==> src/rtl/grant_arb_pkg.sv <==
// rtl/grant_arb_pkg.sv - shared constants and beat classification for grant_locking_rr_arbiter
//
// Contents:
//   GNT_PUT_DATA  built-in grant type that carries a multi-beat data message
//   GNT_DATA      non-built-in grant type that carries a multi-beat data message
//   STAT_W        width of each per-channel completion counter
//   is_multibeat  classifies a beat from its is_builtin flag and g_type
package grant_arb_pkg;

    localparam logic [3:0] GNT_PUT_DATA = 4'h5;
    localparam logic [3:0] GNT_DATA     = 4'h0;
    localparam int         STAT_W       = 16;

    function automatic logic is_multibeat(input logic is_builtin, input logic [3:0] g_type);
        return (is_builtin && (g_type == GNT_PUT_DATA)) ||
               (!is_builtin && (g_type == GNT_DATA));
    endfunction

endpackage

==> src/rtl/rr_pick.sv <==
// rtl/rr_pick.sv - cyclic priority pick starting after the last granted channel
//
// Parameters:
//   N_IN   number of channels
//   SEL_W  width of the channel index
// Ports:
//   valid       per-channel request vector
//   last_grant  channel granted most recently; the scan starts one past it
//   index       first valid channel in cyclic order, or N_IN-1 when none is valid
module rr_pick #(
    parameter int N_IN  = 2,
    parameter int SEL_W = 1
) (
    input  logic [N_IN-1:0]  valid,
    input  logic [SEL_W-1:0] last_grant,
    output logic [SEL_W-1:0] index
);

    // Walk the cyclic order from farthest to nearest so the nearest valid
    // channel after last_grant is the final (winning) assignment.
    always_comb begin
        index = SEL_W'(N_IN - 1);
        for (int k = N_IN; k >= 1; k--) begin
            if (valid[(int'(last_grant) + k) % N_IN]) begin
                index = SEL_W'((int'(last_grant) + k) % N_IN);
            end
        end
    end

endmodule

==> src/rtl/grant_locking_rr_arbiter.sv <==
// rtl/grant_locking_rr_arbiter.sv - round-robin grant arbiter that locks onto multi-beat messages
//
// Optional feature macro: GRANT_ARB_STATS_EN (per-channel completion counters)
//
// Parameters:
//   N_IN       number of input channels (2..8)
//   PAYLOAD_W  opaque payload width, passed through unmodified
//   BEATS      beats per multi-beat message (power of two, 2..16)
// Ports:
//   clk, reset                    clock; synchronous active-high reset
//   in_valid/in_ready             per-channel handshake
//   in_is_builtin/in_g_type       per-channel beat type (g_type of channel i at [4i+3:4i])
//   in_payload                    per-channel payload (channel i at [PAYLOAD_W*i +: PAYLOAD_W])
//   out_valid/out_ready           output handshake
//   out_is_builtin/out_g_type/out_payload  fields of the routed channel
//   out_chosen                    index of the routed channel
//   out_locked                    a multi-beat message is in progress
//   stat_clr, stat_grant_cnt      (GRANT_ARB_STATS_EN only) clear and 16-bit saturating
//                                 per-channel message completion counts
module grant_locking_rr_arbiter
    import grant_arb_pkg::*;
#(
    parameter int N_IN      = 2,
    parameter int PAYLOAD_W = 70,
    parameter int BEATS     = 8
) (
    input  logic                      clk,
    input  logic                      reset,
    input  logic [N_IN-1:0]           in_valid,
    output logic [N_IN-1:0]           in_ready,
    input  logic [N_IN-1:0]           in_is_builtin,
    input  logic [4*N_IN-1:0]         in_g_type,
    input  logic [PAYLOAD_W*N_IN-1:0] in_payload,
    output logic                      out_valid,
    input  logic                      out_ready,
    output logic                      out_is_builtin,
    output logic [3:0]                out_g_type,
    output logic [PAYLOAD_W-1:0]      out_payload,
    output logic [((N_IN > 1) ? $clog2(N_IN) : 1)-1:0] out_chosen,
    output logic                      out_locked
`ifdef GRANT_ARB_STATS_EN
    ,
    input  logic                      stat_clr,
    output logic [STAT_W*N_IN-1:0]    stat_grant_cnt
`endif
);

    localparam int SEL_W = (N_IN > 1) ? $clog2(N_IN) : 1;
    localparam int CNT_W = $clog2(BEATS);

    logic [CNT_W-1:0] beat_cnt;
    logic [SEL_W-1:0] lock_id;
    logic [SEL_W-1:0] last_grant;
    logic [SEL_W-1:0] pick_idx;
    logic             fire;
    logic             multibeat;

    rr_pick #(
        .N_IN  (N_IN),
        .SEL_W (SEL_W)
    ) u_pick (
        .valid      (in_valid),
        .last_grant (last_grant),
        .index      (pick_idx)
    );

    assign out_locked = (beat_cnt != '0);
    assign out_chosen = out_locked ? lock_id : pick_idx;

    assign out_valid      = in_valid[out_chosen];
    assign out_is_builtin = in_is_builtin[out_chosen];
    assign out_g_type     = in_g_type[int'(out_chosen)*4 +: 4];
    assign out_payload    = in_payload[int'(out_chosen)*PAYLOAD_W +: PAYLOAD_W];

    assign fire      = out_valid && out_ready;
    assign multibeat = is_multibeat(out_is_builtin, out_g_type);

    always_comb begin
        in_ready = '0;
        for (int i = 0; i < N_IN; i++) begin
            in_ready[i] = out_ready && (out_chosen == SEL_W'(i));
        end
    end

    // beat_cnt is CNT_W bits wide and BEATS is a power of two, so the
    // increment wraps from BEATS-1 to 0 on its own, releasing the lock.
    always_ff @(posedge clk) begin
        if (reset) begin
            beat_cnt   <= '0;
            lock_id    <= '0;
            last_grant <= SEL_W'(N_IN - 1);
        end else if (fire) begin
            last_grant <= out_chosen;
            if (multibeat) begin
                beat_cnt <= beat_cnt + 1'b1;
                if (beat_cnt == '0) begin
                    lock_id <= out_chosen;
                end
            end
        end
    end

`ifdef GRANT_ARB_STATS_EN
    logic [STAT_W-1:0] stat_cnt [N_IN];
    logic              completion;

    // A message completes on any single-beat fire or on the last beat of a
    // multi-beat message.
    assign completion = fire && (!multibeat || (beat_cnt == CNT_W'(BEATS - 1)));

    always_ff @(posedge clk) begin
        for (int i = 0; i < N_IN; i++) begin
            if (reset || stat_clr) begin
                stat_cnt[i] <= '0;
            end else if (completion && (out_chosen == SEL_W'(i)) && (stat_cnt[i] != '1)) begin
                stat_cnt[i] <= stat_cnt[i] + 1'b1;
            end
        end
    end

    always_comb begin
        stat_grant_cnt = '0;
        for (int i = 0; i < N_IN; i++) begin
            stat_grant_cnt[i*STAT_W +: STAT_W] = stat_cnt[i];
        end
    end
`endif

endmodule

==> config.mk <==
export PLATFORM = sky130hd
export DESIGN_NAME = grant_locking_rr_arbiter
export DESIGN_NICKNAME = d
export VERILOG_FILES = /design/src/rtl/grant_arb_pkg.sv /design/src/rtl/rr_pick.sv /design/src/rtl/grant_locking_rr_arbiter.sv
export SDC_FILE = /design/constraint.sdc
export NUM_CORES = 1
export LEC_CHECK = 0
export CORE_AREA = 2 2 90 92
export CTS_CLUSTER_SIZE = 8
export DETAILED_ROUTE_END_ITERATION = 12
export DIE_AREA = 0 0 92 94
export PLACE_DENSITY = 0.77
export SETUP_SLACK_MARGIN = 0.05
export SLEW_MARGIN = 20
export SYNTH_ARGS = -nofsm -noshare
export SYNTH_HDL_FRONTEND = slang
export SYNTH_SLANG_ARGS = --single-unit
==> constraint.sdc <==
create_clock -name clk -period 2.3 [get_ports clk]
set_clock_uncertainty 0.15 [all_clocks]
set_input_delay 0.46 -clock clk [delete_from_list [all_inputs] [get_ports clk]]
set_output_delay 0.46 -clock clk [all_outputs]
set_load 0.05 [all_outputs]
==> impl_metrics.tcl <==
set metrics [dict create \
    outcome "finished with violations" \
    failing_checks "negative setup slack" \
    groute.usage.overall_pct 19.3 \
    period_minus_slack_ns 2.63 \
    cts_tree "done" \
    grt_use_met2_pct 37.4 \
    synthCells 134 \
    grt_setup_unrepaired "yes" \
    p_leak_nw 2.27 \
    vias_per_cell 4.33 \
    worstPathArrival_ns 2.02 \
    clk_root_buffer_cell "sky130_fd_sc_hd__clkbuf_8" \
    antenna-diode-count 0 \
    cp.required_ns 1.69 \
    detail_route.first_pass.iterations 4 \
    detailedPlace.worstSlack_ns -0.575 \
    area_growth_pct 237 \
    slew_headroom_pct 82.9 \
    critPathCaptureType "output port" \
    nNetsFinal 555 \
    fin_worst_hold_slack_ns 0.415 \
    clk_path_buf_depth 2 \
    core.rowCount 32 \
    place.port_buffers 234 \
    syn-num-nets 291 \
    cp-start-kind "flip-flop" \
    ys_warn_count 0 \
    synth-edff-count 0 \
    maxCapViolations 0 \
    dieWidth_um 92 \
    gr-max-usage-layer "met2" \
    cp_max_fo 7 \
    die_area_um2 8650 \
    cts_buffers 3 \
    global_route_met3_usage_pct 5.38 \
    num-fill-cells 576 \
    max_slew.worst_pin.slew_ns 0.255 \
    hold_viol_final 0 \
    grt_pass1_wl_um 13000 \
    postSynth.topFlopCell "sky130_fd_sc_hd__dfxtp_1" \
    leading_cell_types_in_the_layout_fill_and_taps_excluded "sky130_fd_sc_hd__clkdlybuf4s50_1 (150), sky130_fd_sc_hd__mux2_4 (76), sky130_fd_sc_hd__buf_12 (34), sky130_fd_sc_hd__buf_4 (30), sky130_fd_sc_hd__buf_6 (28)" \
    clkSlewWorstSetupHoldPaths_ns 0.04 \
    p_per_area_nw_per_um2 410 \
    first_global_vias 2327 \
    grt_ovf 0 \
    ios 235 \
    synth_sequential_area_ratio_pct 6.75 \
    cts.htree.levels 1 \
    die_h_um 94 \
    worst_hold_check_path_type "flip-flop to flip-flop" \
    route.detailed.wl_per_inst_um 18.6 \
    grt_antenna_before_repair 0 \
    synth.avg_cell_area_um2 11.1 \
    violation_count_after_the_first_detailed_routing_iteration 36 \
    setup.worst_path.class "flip-flop to output port" \
    cts_hold_buffers 0 \
    final_max_slew_viol_count 0 \
    most_frequent_standard_cell_in_the_layout_excluding_fill_and_tap_cells "sky130_fd_sc_hd__clkdlybuf4s50_1" \
    post_synth_num_cell_types 30 \
    hpwlAfterDp_um 7120 \
    synth_area_um2 1480 \
    post_route_cells_drive_above_1_share_pct 54.2 \
    floorplan.core_area_um2 7610 \
    post-route-period-util_pct 114 \
    grt_use_met1_pct 20.7 \
    ir_drop_v 0.000341 \
    route.detailed.drc 0 \
    clock.fmax_mhz 380 \
    place.gp.congestion 0.770 \
    final_antenna_net_count 0 \
    grt_max_degree 16 \
    clkSinkCount 5 \
    clkLatencyLatePin_ns 0.22 \
    ys_seq_elements 5 \
    postSynth.asyncResetShare_pct 0 \
    timing.final.setup_violations 79 \
    detailroute.via_count 2163 \
    detail_route.wirelength_um 9290 \
    timing.final.ws_setup_ns -0.329 \
    floorplan.initialDensity_pct 19.5 \
]
## power by group
group	switching (mW)	leakage, nW	internal, mW
registers	0.00241	0.0416	0.0897
logic	0.833	2.21	0.958
clock network	0.0442	0.0228	0.119
total	0.880	2.27	1.17
## registers in the layout, indices dropped and copies added, names as in the netlist
register,flops
lock_id,1
beat_cnt,3
last_grant,1
## cells by family (layout without fill, tap and decap cells)
family | count (synthesis) | after routing | synth area share (%)
flip-flops | 5 | 5 | 6.75
AND/OR/NAND/NOR | 20 | 20 | 8.69
multiplexers | 79 | 79 | 69.7
adder cells (fa/ha/maj) | 2 | 2 | 1.69
buffers and inverters | 16 | 279 | 7.43
AO/OA/AOI/OAI | 12 | 12 | 5.74
## synth_stat cells, drive strengths merged, types with 3 or more instances
| master | number | area share [%] |
|---|---|---|
| nor2 | 5 | 1.3 |
| inv | 6 | 1.5 |
| buf | 10 | 5.9 |
| o21ai | 3 | 1.0 |
| nand2b | 3 | 1.8 |
| mux2 | 77 | 68 |
| dfxtp | 5 | 6.8 |
| and2 | 3 | 1.4 |
## per-layer routing
| metal | share of wire, % | vias up |
|---|---|---|
| met5 | 0 | - |
| li1 | - | 1029 |
| met3 | 8.4 | 13 |
| met2 | 54 | 119 |
| met1 | 36 | 1002 |
| met4 | 1.7 | 0 |
## path summary, 6_finish.rpt
check | endpoint | from | slack [ns] | depth (start not counted)
setup / recovery | out_payload[6] | beat_cnt[0]$_SDFFE_PP0P_ | -0.33 | 9
hold reg to reg | lock_id$_SDFFE_PP0P_ | lock_id$_SDFFE_PP0P_ | 0.41 | 2
setup reg to reg | last_grant$_SDFFE_PP1P_ | beat_cnt[0]$_SDFFE_PP0P_ | 0.02 | 11
hold / removal | lock_id$_SDFFE_PP0P_ | lock_id$_SDFFE_PP0P_ | 0.41 | 2
## final cells by class
cell class                      count  area [um^2]  share of cell area, %
Sequential cell                     5          103                   2.06
Multi-Input combinational cell    113         1460                   29.3
Timing Repair Buffer              269         3230                   64.7
Inverter                            6         26.3                  0.526
Tap cell                          102          128                   2.56
Clock buffer                        4         45.0                  0.902
## metrics by stage
| step | setup TNS (ns) | instance area, um^2 | power, mW | utilization, % | std cells |
|---|---|---|---|---|---|
| final | -22.05 | 4990 | 2.05 | 65.6 | 499 |
| after global routing | -25.57 | 4990 | 2.11 | 65.6 | 499 |
| after CTS | -24.33 | 4830 | 2.00 | 63.5 | 494 |
| after detailed placement | -44.54 | 4370 | 1.66 | 57.4 | 479 |
| after global placement | -43.43 | 4370 | 1.65 | 57.4 | 479 |
| after floorplan | -8.82 | 1660 | 0.973 | - | 134 |
## what timing repair did
action                                  CTS  global route
buffers inserted                          5             3
gates resized for setup                  60            20
pin swaps                                 4             9
gates cloned                              6             3
endpoints found under the setup margin   84            83
## critical path, stage by stage, from the launching register on
cell and delay, ns:
sky130_fd_sc_hd__dfxtp_2 0.31, sky130_fd_sc_hd__inv_2 0.07, sky130_fd_sc_hd__ha_4 0.13, sky130_fd_sc_hd__nand2b_4 0.07
sky130_fd_sc_hd__and2_4 0.14, sky130_fd_sc_hd__or2_4 0.26, sky130_fd_sc_hd__buf_12 0.16, sky130_fd_sc_hd__clkbuf_16 0.17
sky130_fd_sc_hd__mux2_4 0.31, sky130_fd_sc_hd__buf_8 0.15
No activity file was read; power rests on OpenSTA's default activity.
